**config.mk**
```make
export PLATFORM = sky130hd
export DESIGN_NAME = hist_readout_streamer
export DESIGN_NICKNAME = d
export VERILOG_FILES = /design/src/rtl/hist_pkg.sv /design/src/rtl/hist_readout_streamer.sv
export SDC_FILE = /design/constraint.sdc
export NUM_CORES = 1
export LEC_CHECK = 0
export BUFFER_PORTS_ARGS = -buffer_cell sky130_fd_sc_hd__buf_2
export CORE_MARGIN = 1
export CORE_UTILIZATION = 25
export CTS_BUF_LIST = sky130_fd_sc_hd__clkbuf_8
export CTS_CLUSTER_DIAMETER = 120
export CTS_CLUSTER_SIZE = 14
export DETAILED_ROUTE_END_ITERATION = 10
export PLACE_DENSITY = 0.54
export SYNTH_ARGS = -nofsm -noshare
export SYNTH_HDL_FRONTEND = slang
export SYNTH_SLANG_ARGS = --single-unit
```
**constraint.sdc**
```tcl
create_clock -name clk -period 2.25 [get_ports clk]
set_clock_uncertainty 0.1 [all_clocks]
set_input_delay 0.3375 -clock clk [delete_from_list [all_inputs] [get_ports clk]]
set_output_delay 0.3375 -clock clk [all_outputs]
set_load 0.02 [all_outputs]
```
**src/rtl/hist_pkg.sv**
```systemverilog
// Shared definitions for the time-correlation histogram memory and its readout path.
package hist_pkg;

  localparam logic [7:0] HIST_SYNC_BYTE = 8'hA5;
  localparam logic [1:0] HIST_CMD_CLEAR = 2'b01;

  localparam int HIST_NUM_BINS = 256;
  localparam int HIST_BIN_W    = 32;

  typedef enum logic [3:0] {
    ST_IDLE,
    ST_SYNC,
    ST_CNT,
    ST_FETCH,
    ST_WAIT,
    ST_SEND,
    ST_CSUM,
    ST_CLR,
    ST_FIN
  } hist_rd_state_t;

endpackage

```
**src/rtl/hist_readout_streamer.sv**
```systemverilog
// Histogram dump engine: walks every bin, frames it as SYNC/COUNT/bins/CSUM bytes
// over valid/ready, freezes accumulation meanwhile and optionally clears afterwards.
module hist_readout_streamer
  import hist_pkg::*;
#(
  parameter int NUM_BINS = HIST_NUM_BINS,
  parameter int ADDR_W   = 8,
  parameter int BIN_W    = HIST_BIN_W,
  parameter int RD_LAT   = 1
) (
  input  logic              clk,
  input  logic              rst,
  input  logic              start,
  input  logic              clear_after,
  output logic              busy,
  output logic              hist_freeze,
  output logic [ADDR_W-1:0] hist_rd_addr,
  output logic              hist_rd_en,
  input  logic [BIN_W-1:0]  hist_rd_data,
  output logic              hist_clear,
  output logic [7:0]        tx_data,
  output logic              tx_valid,
  input  logic              tx_ready,
  output logic              done
);

  localparam int NBYTES = BIN_W / 8;
  localparam int BCNT_W = (NBYTES > 1) ? $clog2(NBYTES) : 1;
  localparam int IDX_W  = ADDR_W + 1;

  // Index is one bit wider than the address so NUM_BINS == 2**ADDR_W never wraps.
  localparam logic [IDX_W-1:0]  LAST_IDX   = IDX_W'(NUM_BINS - 1);
  localparam logic [7:0]        COUNT_BYTE = 8'(NUM_BINS - 1);
  localparam logic [BCNT_W-1:0] LAST_BYTE  = BCNT_W'(NBYTES - 1);
  localparam logic [1:0]        WAIT_INIT  = 2'(RD_LAT - 1);

  hist_rd_state_t     state_q, state_d;
  logic [IDX_W-1:0]   idx_q, idx_d;
  logic [BIN_W-1:0]   shift_q, shift_d;
  logic [BCNT_W-1:0]  bcnt_q, bcnt_d;
  logic [1:0]         wait_q, wait_d;
  logic [7:0]         csum_q, csum_d;
  logic               clr_after_q, clr_after_d;

  logic               xfer;
  logic [7:0]         send_byte;
  logic [1:0]         clr_cmd;

  assign xfer         = tx_valid && tx_ready;
  assign send_byte    = shift_q[BIN_W-1 -: 8];
  assign hist_rd_addr = idx_q[ADDR_W-1:0];

  // NOTE: reset is synchronous, so it lives inside the clocked block and every
  // register, including the data shift register, is returned to a known value.
  always_ff @(posedge clk) begin
    if (rst) begin
      state_q     <= ST_IDLE;
      idx_q       <= '0;
      shift_q     <= '0;
      bcnt_q      <= '0;
      wait_q      <= '0;
      csum_q      <= '0;
      clr_after_q <= 1'b0;
    end else begin
      state_q     <= state_d;
      idx_q       <= idx_d;
      shift_q     <= shift_d;
      bcnt_q      <= bcnt_d;
      wait_q      <= wait_d;
      csum_q      <= csum_d;
      clr_after_q <= clr_after_d;
    end
  end

  // NOTE: every signal written here gets a hold-value default first, so no path
  // through the case statement can leave it unassigned and infer a latch.
  always_comb begin
    state_d     = state_q;
    idx_d       = idx_q;
    shift_d     = shift_q;
    bcnt_d      = bcnt_q;
    wait_d      = wait_q;
    csum_d      = csum_q;
    clr_after_d = clr_after_q;

    unique case (state_q)
      ST_IDLE: begin
        if (start) begin
          clr_after_d = clear_after;
          csum_d      = '0;
          idx_d       = '0;
          state_d     = ST_SYNC;
        end
      end
      ST_SYNC: begin
        if (xfer) state_d = ST_CNT;
      end
      ST_CNT: begin
        if (xfer) begin
          csum_d  = csum_q ^ COUNT_BYTE;
          state_d = ST_FETCH;
        end
      end
      ST_FETCH: begin
        wait_d  = WAIT_INIT;
        state_d = ST_WAIT;
      end
      ST_WAIT: begin
        if (wait_q == '0) begin
          shift_d = hist_rd_data;
          bcnt_d  = LAST_BYTE;
          state_d = ST_SEND;
        end else begin
          wait_d = wait_q - 1'b1;
        end
      end
      ST_SEND: begin
        if (xfer) begin
          csum_d  = csum_q ^ send_byte;
          shift_d = shift_q << 8;
          if (bcnt_q == '0) begin
            if (idx_q == LAST_IDX) begin
              state_d = ST_CSUM;
            end else begin
              idx_d   = idx_q + 1'b1;
              state_d = ST_FETCH;
            end
          end else begin
            bcnt_d = bcnt_q - 1'b1;
          end
        end
      end
      ST_CSUM: begin
        if (xfer) state_d = clr_after_q ? ST_CLR : ST_FIN;
      end
      ST_CLR:  state_d = ST_FIN;
      ST_FIN:  state_d = ST_IDLE;
      default: state_d = ST_IDLE;
    endcase
  end

  // Outputs decode the registered state only, so data presented is stable while stalled.
  always_comb begin
    busy       = 1'b1;
    tx_valid   = 1'b0;
    tx_data    = '0;
    hist_rd_en = 1'b0;
    clr_cmd    = '0;
    done       = 1'b0;

    unique case (state_q)
      ST_IDLE:  busy = 1'b0;
      ST_SYNC:  begin tx_valid = 1'b1; tx_data = HIST_SYNC_BYTE; end
      ST_CNT:   begin tx_valid = 1'b1; tx_data = COUNT_BYTE;     end
      ST_FETCH: hist_rd_en = 1'b1;
      ST_SEND:  begin tx_valid = 1'b1; tx_data = send_byte;      end
      ST_CSUM:  begin tx_valid = 1'b1; tx_data = csum_q;         end
      ST_CLR:   clr_cmd = HIST_CMD_CLEAR;
      ST_FIN:   done = 1'b1;
      default:  ;
    endcase
  end

  assign hist_freeze = busy;
  assign hist_clear  = (clr_cmd == HIST_CMD_CLEAR);

endmodule
```
==> impl_metrics.csv <==
group,metric,value,unit
synth,synth_sequential_area_ratio,37.9,%
clock_tree,clock_path_buffers,2,
clock_tree,clock-root-buffer,"clkbuf_8",
critical_path,crit_top_cell,"and3_4",
drt,ant_nets,0,
critical_path,worst_setup_path_start_kind,"flip-flop",
grt,grt_pass1_vias,2852,
die,num_rows,40,
timing,slew_headroom,65.4,%
critical_path,crit_path_end_kind,"flip-flop",
drt,via_per_inst,4.89,
timing,setup_violations,1,
timing,rsz0062_at_grt,"true",
die,die_x,113,um
timing,finalMaxSlewViolations,0,
critical_path,worstPathArrival,2.42,ns
drt,detailroute.via_count,3013,
timing,fin_ws,-0.00169,ns
timing,period_minus_slack,2.25,ns
critical_path,reg2reg_from,"idx_q[0]",
grt,met1_usage,18.5,%
placement,gp_congestion,0.798,
synth,synth_edf_count,0,
critical_path,cp_slowest_stage_delay,0.36,ns
timing,finalHoldViolCount,0,
timing,worst_pin_slew,0.516,ns
finish,layout_common_cells,"61 x nand2_1, 58 x buf_2, 53 x nor2_1, 53 x dfxtp_1, 37 x a21oi_1",
synth,synth_cell_type_count,46,
critical_path,r2r_cells,11,
synth,syn_nets,443,
die,io-pin-count,59,
drt,drt_iter0_markers,147,
finish,fill_cells,1269,
finish,fin_nets,505,
grt,globalRouteMet2Util,21.0,%
critical_path,cp.required,2.42,ns
critical_path,crit_fanout,4,
placement,dp.cells,594,
grt,grt_max_degree,53,
critical_path,cp_cell_sequence,"ha_4 > and3_4 > and3_4 > and3_4 > ha_4 > and4b_2 > a22oi_2 > buf_4 > buf_6 > nor2_1 > nor3_1",
run_status,violations,"setup timing",
critical_path,slowest_stage,"dfxtp_2",
finish,layout-drive-gt1-share,27.1,%
synth,synth_top_flop_cell,"dfxtp_1",
flow_run,maxCapViolCount,0,
clock_tree,postCtsHoldBufs,0,
grt,track_usage,13.6,%
finish,syn2layout_area_growth,27.5,%
synth,syn_area,3070,sq um
drt,wl_per_cell,13.6,um
grt,grt_overflow_total,0,
finish,num_antenna_cells,0,
critical_path,r2r_setup_slack,-0.002,ns
drt,routed_wl,8380,um
pwr,vdd_drop_max,0.000257,V
die,core,12000,sq um
pwr,cellPowerDensity,660,nW/um^2
timing,fin_crit_sh,100,%
critical_path,r2r-end,"idx_q[4]",
placement,port_buffers,58,
timing,fmax,0.444,GHz
grt,busiest_layer,"met2",
placement,placed_cell_area,3610,sq um
timing,hold_ws,0.136,ns
clock_tree,clkTransAtPathRegs,0.08,ns
synth,yosysWarnings,0,
die,die_area,12700,sq um
synth,synthCells,402,
clock_tree,cts_num_sinks,58,
worst_hold_path,hold_path_end,"shift_q[0]",
clock_tree,worstSkewPairLatency,0.34,ns
grt,grt_pass1_wl,13800,um
finish,fin_area,3910,sq um
synth,async_flop_share,0,%
placement,post-dp-hpwl,5790,um
worst_hold_path,hold_class,"in -> reg",
synth,synth_seq_cells,58,
critical_path,path_class,"reg -> reg",
run_status,status,"complete, but fails checks",
worst_hold_path,min_path_cells,3,
timing,tns,-0.00169,ns
clock_tree,cts_buffers,9,
drt,first_pass_iters,5,
pwr,p_leak,1.49,nW
die,die_y,113,um
clock_tree,htree_num_levels,3,
die,start_util,25.6,%
finish,final_common_cell,"nand2_1",
worst_hold_path,min_from,"hist_rd_data[0]",
clock_tree,tritoncts,"yes",
drt,drcViolationCount,0,
grt,met3_usage,2.46,%
synth,synth_area_per_cell,7.63,sq um
grt,antenna_found_initial,0,
pwr,power,2.58,mW
finish,fin_cells,616,
synth_stat cells, types with 9 or more instances:
library cell | instances | share of area, %
nor2_1 | 53 | 6.5
or3_1 | 10 | 2.0
a21oi_1 | 37 | 6.0
dfxtp_1 | 58 | 38
o21ai_0 | 18 | 2.9
a22oi_1 | 9 | 2.2
nand2_1 | 61 | 7.5
a311oi_1 | 26 | 7.4
o21ai_1 | 11 | 1.8
inv_1 | 10 | 1.2
nor2b_1 | 9 | 1.8
buf_4 | 10 | 2.4
clkbuf_1 | 26 | 3.2
where the power goes:
group / switching, mW / leakage [nW] / internal (mW)
sequential: 0.0378 / 0.471 / 1.06
combinational: 0.281 / 0.927 / 0.207
clock: 0.474 / 0.0921 / 0.518
metrics by stage:
step	setup slack [ns]	util, %
floorplan	0.0108	-
global placement	-0.00447	30.2
detailed placement	-0.0674	30.2
CTS	0.000365	32.3
global route	-0.0904	32.7
finish	-0.00169	32.7
per-layer routing:
layer / up-vias / part of all wire (%)
li1: 1550 / -
met1: 1404 / 51
met2: 50 / 44
met3: 9 / 3.3
met4: 0 / 1.5
met5: - / 0
kinds of logic after synthesis:
| kind of cell | Yosys count | synth area share (%) |
|---|---|---|
| AO/OA/AOI/OAI | 112 | 23.5 |
| adder cells (fa/ha/maj) | 4 | 1.63 |
| buffers and inverters | 51 | 8.08 |
| flip-flops | 58 | 37.9 |
| multiplexers | 5 | 1.67 |
| AND/OR/NAND/NOR | 172 | 27.2 |
worst max-delay path: cells and delay by family, from the launching register on:
| kind | cells | cell delay (ns) |
|---|---|---|
| compound gates | 1 | 0.24 |
| flops | 1 | 0.36 |
| simple gates | 6 | 0.99 |
| fa+ha+maj | 2 | 0.26 |
| buf+inv | 2 | 0.25 |
state kept, by name, summed over array words and instances (netlist names):
signal and count:
csum_q 8, wait_q 2, bcnt_q 2, idx_q 9
clr_after_q 1, shift_q 32, state_q 4
layout make-up:
type / count / area [sq um] / area share (%)
Multi-Input combinational cell: 294 / 1740 / 44.5
Sequential cell: 58 / 1170 / 29.9
Timing Repair Buffer: 91 / 579 / 14.8
Tap cell: 147 / 184 / 4.71
Clock buffer: 9 / 124 / 3.17
Clock inverter: 7 / 78.8 / 2.02
Inverter: 10 / 37.5 / 0.960
repair_timing:
action	4_1_cts	5_1_grt
buffers inserted	3	2
gates cloned	1	0
pin swaps	4	7
setup endpoints to repair	13	18
gates resized for setup	4	9
endpoints found under the hold margin	0	0
how the worst max path moves through the flow:
| stage | end | from | slack, ns |
|---|---|---|---|
| after floorplan | idx_q[5] | idx_q[1] | 0.01 |
| after global placement | idx_q[1] | idx_q[1] | -0.004 |
| after detailed placement | idx_q[1] | idx_q[1] | -0.07 |
| after CTS | tx_data[1] | state_q[1] | 0.0004 |
| after global routing | idx_q[4] | idx_q[1] | -0.09 |
| final | idx_q[4] | idx_q[0] | -0.002 |
Power figures use the tool's default switching activity.
